File: src/rtl/crc_gen_if.sv
// Payload and serial-frame signals shared by the CRC-32 frame generator and its user.
// The master drives payload/start; the slave (generator) drives the frame and the parallel CRC.
interface crc_gen_if #(
    parameter int DATA_WIDTH = 176
);
    logic [DATA_WIDTH-1:0] udp_tx;
    logic                  udp_tx_start;
    logic                  busy;
    logic                  tx_bit;
    logic                  tx_bit_valid;
    logic                  tx_last;
    logic [31:0]           crc_out;
    logic                  crc_valid;

    modport master (
        output udp_tx, udp_tx_start,
        input  busy, tx_bit, tx_bit_valid, tx_last, crc_out, crc_valid
    );

    modport slave (
        input  udp_tx, udp_tx_start,
        output busy, tx_bit, tx_bit_valid, tx_last, crc_out, crc_valid
    );
endinterface

File: src/rtl/crc_generate.sv
// Bit-serial CRC-32 frame generator: streams a latched payload MSB-first followed by its CRC,
// and presents the CRC in parallel once the payload has been consumed.
module crc_generate #(
    parameter int          DATA_WIDTH = 176,
    parameter logic [31:0] CRC_POLY   = 32'h04C11DB7,
    parameter logic [31:0] CRC_INIT   = 32'hFFFFFFFF,
    parameter logic [31:0] CRC_XOROUT = 32'hFFFFFFFF
) (
    input  logic     clk,
    input  logic     reset,
    crc_gen_if.slave bus
);
    // The counter must also index the 32 appended CRC bits, so it never shrinks below 5 bits.
    localparam int CNT_W = ($clog2(DATA_WIDTH) > 5) ? $clog2(DATA_WIDTH) : 5;

    typedef enum logic [1:0] {
        IDLE,
        CALC,
        APPEND
    } state_t;

    state_t                state_reg, state_next;
    logic [DATA_WIDTH-1:0] shreg_reg, shreg_next;
    logic [31:0]           lfsr_reg, lfsr_next;
    logic [CNT_W-1:0]      cnt_reg, cnt_next;
    logic [31:0]           crc_reg, crc_next;
    logic                  crc_valid_reg, crc_valid_next;

    logic        fb;
    logic [31:0] lfsr_step;

    assign fb = lfsr_reg[31] ^ shreg_reg[DATA_WIDTH-1];

    // One Galois LFSR step per payload bit; bit 0 has no lower neighbour to shift in.
    generate
        for (genvar gi = 0; gi < 32; gi++) begin : g_lfsr
            if (gi == 0) begin : g_lsb
                assign lfsr_step[gi] = fb & CRC_POLY[gi];
            end else begin : g_bit
                assign lfsr_step[gi] = lfsr_reg[gi-1] ^ (fb & CRC_POLY[gi]);
            end
        end
    endgenerate

    always_ff @(posedge clk) begin
        if (reset) begin
            state_reg     <= IDLE;
            shreg_reg     <= '0;
            lfsr_reg      <= '0;
            cnt_reg       <= '0;
            crc_reg       <= '0;
            crc_valid_reg <= 1'b0;
        end else begin
            state_reg     <= state_next;
            shreg_reg     <= shreg_next;
            lfsr_reg      <= lfsr_next;
            cnt_reg       <= cnt_next;
            crc_reg       <= crc_next;
            crc_valid_reg <= crc_valid_next;
        end
    end

    always_comb begin
        state_next     = state_reg;
        shreg_next     = shreg_reg;
        lfsr_next      = lfsr_reg;
        cnt_next       = cnt_reg;
        crc_next       = crc_reg;
        crc_valid_next = crc_valid_reg;

        case (state_reg)
            IDLE: begin
                if (bus.udp_tx_start) begin
                    shreg_next     = bus.udp_tx;
                    lfsr_next      = CRC_INIT;
                    cnt_next       = CNT_W'(DATA_WIDTH - 1);
                    crc_valid_next = 1'b0;
                    state_next     = CALC;
                end
            end
            CALC: begin
                shreg_next = shreg_reg << 1;
                lfsr_next  = lfsr_step;
                if (cnt_reg == '0) begin
                    crc_next       = lfsr_step ^ CRC_XOROUT;
                    crc_valid_next = 1'b1;
                    cnt_next       = CNT_W'(31);
                    state_next     = APPEND;
                end else begin
                    cnt_next = cnt_reg - 1'b1;
                end
            end
            APPEND: begin
                if (cnt_reg == '0) begin
                    state_next = IDLE;
                end else begin
                    cnt_next = cnt_reg - 1'b1;
                end
            end
            default: state_next = IDLE;
        endcase
    end

    // Serial outputs come straight from registered state, so the frame starts the cycle after start.
    always_comb begin
        bus.tx_bit       = 1'b0;
        bus.tx_bit_valid = 1'b0;
        bus.tx_last      = 1'b0;
        case (state_reg)
            CALC: begin
                bus.tx_bit       = shreg_reg[DATA_WIDTH-1];
                bus.tx_bit_valid = 1'b1;
            end
            APPEND: begin
                bus.tx_bit       = crc_reg[cnt_reg[4:0]];
                bus.tx_bit_valid = 1'b1;
                bus.tx_last      = (cnt_reg == '0);
            end
            default: ;
        endcase
    end

    assign bus.busy      = (state_reg != IDLE);
    assign bus.crc_out   = crc_reg;
    assign bus.crc_valid = crc_valid_reg;
endmodule
File: src/flat_wrapper.sv
// flat-port wrapper written by rule: the top's interface ports become plain ports
module crc_generate_flat 
#(
    parameter int          DATA_WIDTH = 176,
    parameter logic [31:0] CRC_POLY   = 32'h04C11DB7,
    parameter logic [31:0] CRC_INIT   = 32'hFFFFFFFF,
    parameter logic [31:0] CRC_XOROUT = 32'hFFFFFFFF
)
  (clk, reset, bus_udp_tx, bus_udp_tx_start, bus_busy, bus_tx_bit, bus_tx_bit_valid, bus_tx_last, bus_crc_out, bus_crc_valid);
  crc_gen_if #(.DATA_WIDTH(DATA_WIDTH)) bus_i ();
  input  logic clk;
  input  logic reset;
  input wire logic [$bits(bus_i.udp_tx)-1:0] bus_udp_tx;
  input wire logic [$bits(bus_i.udp_tx_start)-1:0] bus_udp_tx_start;
  output wire logic [$bits(bus_i.busy)-1:0] bus_busy;
  output wire logic [$bits(bus_i.tx_bit)-1:0] bus_tx_bit;
  output wire logic [$bits(bus_i.tx_bit_valid)-1:0] bus_tx_bit_valid;
  output wire logic [$bits(bus_i.tx_last)-1:0] bus_tx_last;
  output wire logic [$bits(bus_i.crc_out)-1:0] bus_crc_out;
  output wire logic [$bits(bus_i.crc_valid)-1:0] bus_crc_valid;
  assign bus_i.udp_tx = bus_udp_tx;
  assign bus_i.udp_tx_start = bus_udp_tx_start;
  assign bus_busy = bus_i.busy;
  assign bus_tx_bit = bus_i.tx_bit;
  assign bus_tx_bit_valid = bus_i.tx_bit_valid;
  assign bus_tx_last = bus_i.tx_last;
  assign bus_crc_out = bus_i.crc_out;
  assign bus_crc_valid = bus_i.crc_valid;
  crc_generate #(.DATA_WIDTH(DATA_WIDTH), .CRC_POLY(CRC_POLY), .CRC_INIT(CRC_INIT), .CRC_XOROUT(CRC_XOROUT)) u_core (.clk(clk), .reset(reset), .bus(bus_i));
endmodule
File: config.mk
export PLATFORM = sky130hd
export DESIGN_NAME = crc_generate_flat
export DESIGN_NICKNAME = d
export VERILOG_FILES = /design/src/rtl/crc_gen_if.sv /design/src/rtl/crc_generate.sv /design/src/flat_wrapper.sv
export SDC_FILE = /design/constraint.sdc
export NUM_CORES = 1
export LEC_CHECK = 0
export ABC_AREA = 1
export BUFFER_PORTS_ARGS = -buffer_cell sky130_fd_sc_hd__buf_2
export CORE_UTILIZATION = 55
export DETAILED_ROUTE_END_ITERATION = 10
export GPL_TIMING_DRIVEN = 0
export PLACE_DENSITY = 0.88
export SLEW_MARGIN = 20
export SYNTH_ARGS = -nofsm -noshare
export SYNTH_HDL_FRONTEND = slang
export SYNTH_SLANG_ARGS = --single-unit
File: constraint.sdc
create_clock -name clk -period 3.7 [get_ports clk]
set_clock_uncertainty 0.15 [all_clocks]
set_input_delay 0.555 -clock clk [delete_from_list [all_inputs] [get_ports clk]]
set_output_delay 0.555 -clock clk [all_outputs]
set_load 0.03 [all_outputs]
# Word-level counts from Yosys, hierarchy flattened

Index checks and enable logic that the tools add are counted.

Register bits: 251
Input port bits: 179
Output and inout bits: 37
Word-level logic and storage cells: 60

Add/sub/neg operators: 1
$lt $le $gt $ge: 1
Equality and inequality tests: 6
Mux-type cells: 20
Bitwise gates (word level): 15
Reductions and logical operators: 11

Operators by type and width:

| operator                                                                     | count |
|---|---|
| 176-bit one-hot mux with 2 select lines                                      | 1 |
| 176-bit two-way mux                                                          | 1 |
| 32-bit one-hot mux with 2 select lines                                       | 1 |
| 32-bit two-way mux                                                           | 1 |
| 32-bit inverter                                                              | 1 |
| 8-bit two-way mux                                                            | 3 |
| 8-bit one-hot mux with 3 select lines                                        | 1 |
| 1-bit bitwise XOR                                                            | 14 |
| 3-bit AND reduction                                                          | 3 |
| 8-bit logical NOT                                                            | 1 |
| 8-bit by 1-bit subtractor with 8-bit output, second input constant           | 1 |
| 5-bit by 6-bit less-than comparator with 1-bit output, second input constant | 1 |
| 2-bit two-way mux                                                            | 3 |
| 2-bit one-hot mux with 3 select lines                                        | 1 |
| 1-bit binary-select mux with 5-bit select                                    | 1 |
| 1-bit two-way mux                                                            | 5 |
| 2-bit by 1-bit inequality test with 1-bit output, second input constant      | 2 |
| 2-bit inequality test, second input constant                                 | 2 |
| 1-bit one-hot mux with 2 select lines                                        | 2 |
| 2-bit AND reduction                                                          | 2 |
| 2-bit nonzero test                                                           | 2 |
| 3-bit nonzero test                                                           | 1 |
| 2-bit by 1-bit equality test with 1-bit output, second input constant        | 1 |
| 2-bit equality test, second input constant                                   | 1 |
| other kinds (2)                                                              | 2 |

# Longest topological paths before layout

Depth after elaboration: 3
Mapped depth: 14
Gate-level depth less buffers: 12

# Worst setup path before layout

No wires, ideal clock.

Path kind: register -> output
From: register u_core.state_reg[1]
To: output bus_tx_bit
Arrival: 1719 ps
Required time: 2995 ps
Slack: 1276 ps
Cell stages (with the launch flop): 8
Buffers on the path: 3
Cell sequence: dfxtp_1 -> inv_1 -> ha_1 -> buf_2 -> buf_2 -> clkbuf_1 -> nand2_1 -> a21oi_1

Longest elaborated chain between the ends: 2
Elaborated cells between the ends (all ways): 3
Classes of those cells: eq/ne: 2; mux: 1

RTL lines:

| element                                                                               | RTL line            | source |
|---|---|---|
| from (decl)                                                                           | crc_generate.sv:22  | `state_t state_reg, state_next;` |
| from (signal assigned)                                                                | crc_generate.sv:54  | `state_reg <= state_next;` |
| 2-bit equality test or 2-bit by 1-bit equality test with 1-bit output (tied branches) | crc_generate.sv:109 | `case (state_reg)` |
| 1-bit one-hot mux with 2 select lines *                                               | crc_generate.sv:109 |  |
| to (decl)                                                                             | flat_wrapper.sv:16  | `output wire logic [$bits(bus_i.tx_bit)-1:0] bus_tx_bit;` |

Every way passes the cells marked *; elsewhere a longest branch is shown, timed or not.

# Worst setup path after layout

Same ends and word-level chain as after synthesis.

==> metrics.txt <==
initial antenna violation count=2; # clock sinks=251; Slew Limit Fails=0; H-tree depth=1; die area=0.02002 mm²; critical setup path kind=register to output port; worst hold stages=3; fin util=a little under 70%; setup_tns=0 ps; Hold Vio Cnt, Final=0; CP Max Fanout=10; Post-Route WL=approximately 30000 µm; Critical Path, Cell by Cell=inv_1, ha_1, buf_2, buf_2, clkbuf_1, nand2_1, a21oi_1, buf_2; Via Count=10991; cells on worst reg2reg path=8; most frequent cells in the layout=420 x nand2_1, 266 x buf_2, 251 x dfxtp_1; filler cell count=1549; synthesized flop and latch total=around 250; core box area=~0.019 mm²; fin crit share=around 90%; drc violations=0; cts hold-fix bufs=0; per-cell routed wire length=around 16 µm; Die W=between 100 and 150 µm; Storage cell area=~0.005 mm²; Netlist cell types=32; number of global-route vias before repair=9995; Die Ht=roughly 140 µm; leakage=0.005548 µW; largest net degree at the start of global routing=14; Clock Latency Late Sink=530 ps; worst slew pin tran=about 620 ps; share of cells above drive strength 1=a little over a fifth; # nets final=around 1800; slowest stage delay, CP=between 300 and 400 ps; Tmin final=~3200 ps; crit end category=output port; post-route design area=between 0.01 and 0.015 mm²; post-CTS sizing=0; total global routing overflow=0; unrepaired setup endpoints after global routing=no; routability cong.=0.9136; Num CTS Buffers=26; max-cap check violation count=0; Finished Layout Cells=~1900; max FFs per register=about 180; Max Root-Sink Buffers=3; status=finished, final reports clean; multi-input logic area=about 0.0049 mm²; dpl hpwl=between 20000 and 25000 µm; sequential fraction of the synthesis area=a little under half; worst hold path class=input pin to register; Crit path top cell by count=buf_2; GRT Util Overall=between 20% and 30%; num rows=50; CP max-delay cell=clkbuf_1; Max VDD drop=0.4527 mV; Critical Path RT=2990 ps; leading cell type in the layout, fill and taps excluded=nand2_1; Root Buffer=clkbuf_16; # Post-CTS Setup Buffers=0; data arrival time of the critical path=2540 ps; starting DRC count in detailed routing=1019; syn nets=between 1500 and 2000; # setup viols final=0; power density over the cells=699.5 mW/mm²; synthesis warning total=0; Post-synth EDFFs=0; Post-Place Cells=between 1500 and 2000; Post-synth top flop=dfxtp_1; initial core utilization=56.66%; I/O pin count=between 200 and 250; worst slew margin relative to its limit=58.35%; Post-Syn Area=between 0.01 and 0.015 mm²; IO Port Bufs=about 210; Area Overhead vs Synth=21.26%; CP startpoint kind=register; Placed Area=0.01210 mm²; Post-DRT Antenna Nets=0; Syn Area/Cell=around 7.6 µm²; Worst-path clk slew=60 ps; Async SR Flop Fraction=0%; DR vias/cell=5.704; Mapped Cells=1403; max frequency=~300 MHz; Detailed Routing Iterations Pass 1=7; TritonCTS clock tree=done; first-pass GRT wire length=around 48000 µm
[metrics by stage]
| stage | power [µW] | setup slack (ps) | hold WS [ps] |
|---|---|---|---|
| after detailed placement | 6394 | 959.2 | 270.7 |
| after CTS | 9044 | 457.9 | 124.7 |
| final | 9079 | 450.9 | 138.6 |
| after global placement | 6292 | 977.1 | 263.0 |
| after floorplan | 5615 | 1276 | 255.7 |
| after global routing | 9578 | 274.0 | 131.6 |
[synthesized netlist by cell type, drive strengths merged, types with 2 or more instances]
cell    count  area, µm²
clkbuf     61      229.0
ha          5      62.56
xor2       16      147.7
nand2     423       1605
nand3      27      147.6
dfxtp     251       5025
a31oi     176       1101
clkinv      2      7.510
a221oi     17      148.9
a21oi      35      175.2
a211oi     14      170.2
inv        39      148.9
o21ai     218       1095
nor2       50      217.7
buf        64      372.9
nand4       2      12.51
[layout make-up]
type                    count  share of cell area, %
flip-flops and latches    251                  38.71
multi-input cells         986                  37.91
repair buffers            214                  8.251
clock buffers              43                  6.285
plain buffers             125                  4.637
well taps                 260                  2.506
inverters                  41                  1.205
clock inverters             5                 0.4531
diodes                      2                0.03856
[report_power, final]
| group | switching, µW | total (µW) | internal (µW) | leakage (µW) |
|---|---|---|---|---|
| registers | 357 | 3730 | 3370 | 0.00208 |
| logic | 1820 | 2710 | 899 | 0.00304 |
| clock network | 1070 | 2640 | 1570 | 0.000428 |
[critical path, delay by kind of cell (launching register included)]
| family | cells | cell delay, ps |
|---|---|---|
| and+or+nand+nor | 1 | 140 |
| DFF | 1 | 340 |
| adders and majority gates | 1 | 140 |
| buffers and inverters | 5 | 1180 |
| AOI/OAI and AO/OA | 1 | 200 |
[worst paths after layout]
kind	start	to	slack [ps]
max reg2reg	u_core.state_reg[1]	u_core.shreg_reg[67]	1320
min reg2reg	u_core.lfsr_reg[5]	u_core.bus.crc_out[6]	280
min	bus_udp_tx[1]	u_core.shreg_reg[1]	140
max	u_core.state_reg[1]	bus_tx_bit	450
[metal layers]
layer  GRT usage [%]  vias up  wire length [µm]
met1           39.63     5109             13260
li1                -     5309                 -
met4           10.81        0               970
met5               0        -                 0
met3           4.050       80              2253
met2           46.98      493             13730
[logic make-up (layout without fill, tap and decap cells)]
kind of cell,Yosys count,in the layout,synth area share [%]
DFF,251,251,46.94
adders and majority gates,5,5,0.5845
AOI/OAI and AO/OA,461,461,25.27
other,0,2,0
buffers and inverters,166,428,7.084
xor gates and xnor gates,16,16,1.379
and+or+nand+nor,504,504,18.74
(Power assumes the default switching activity.)
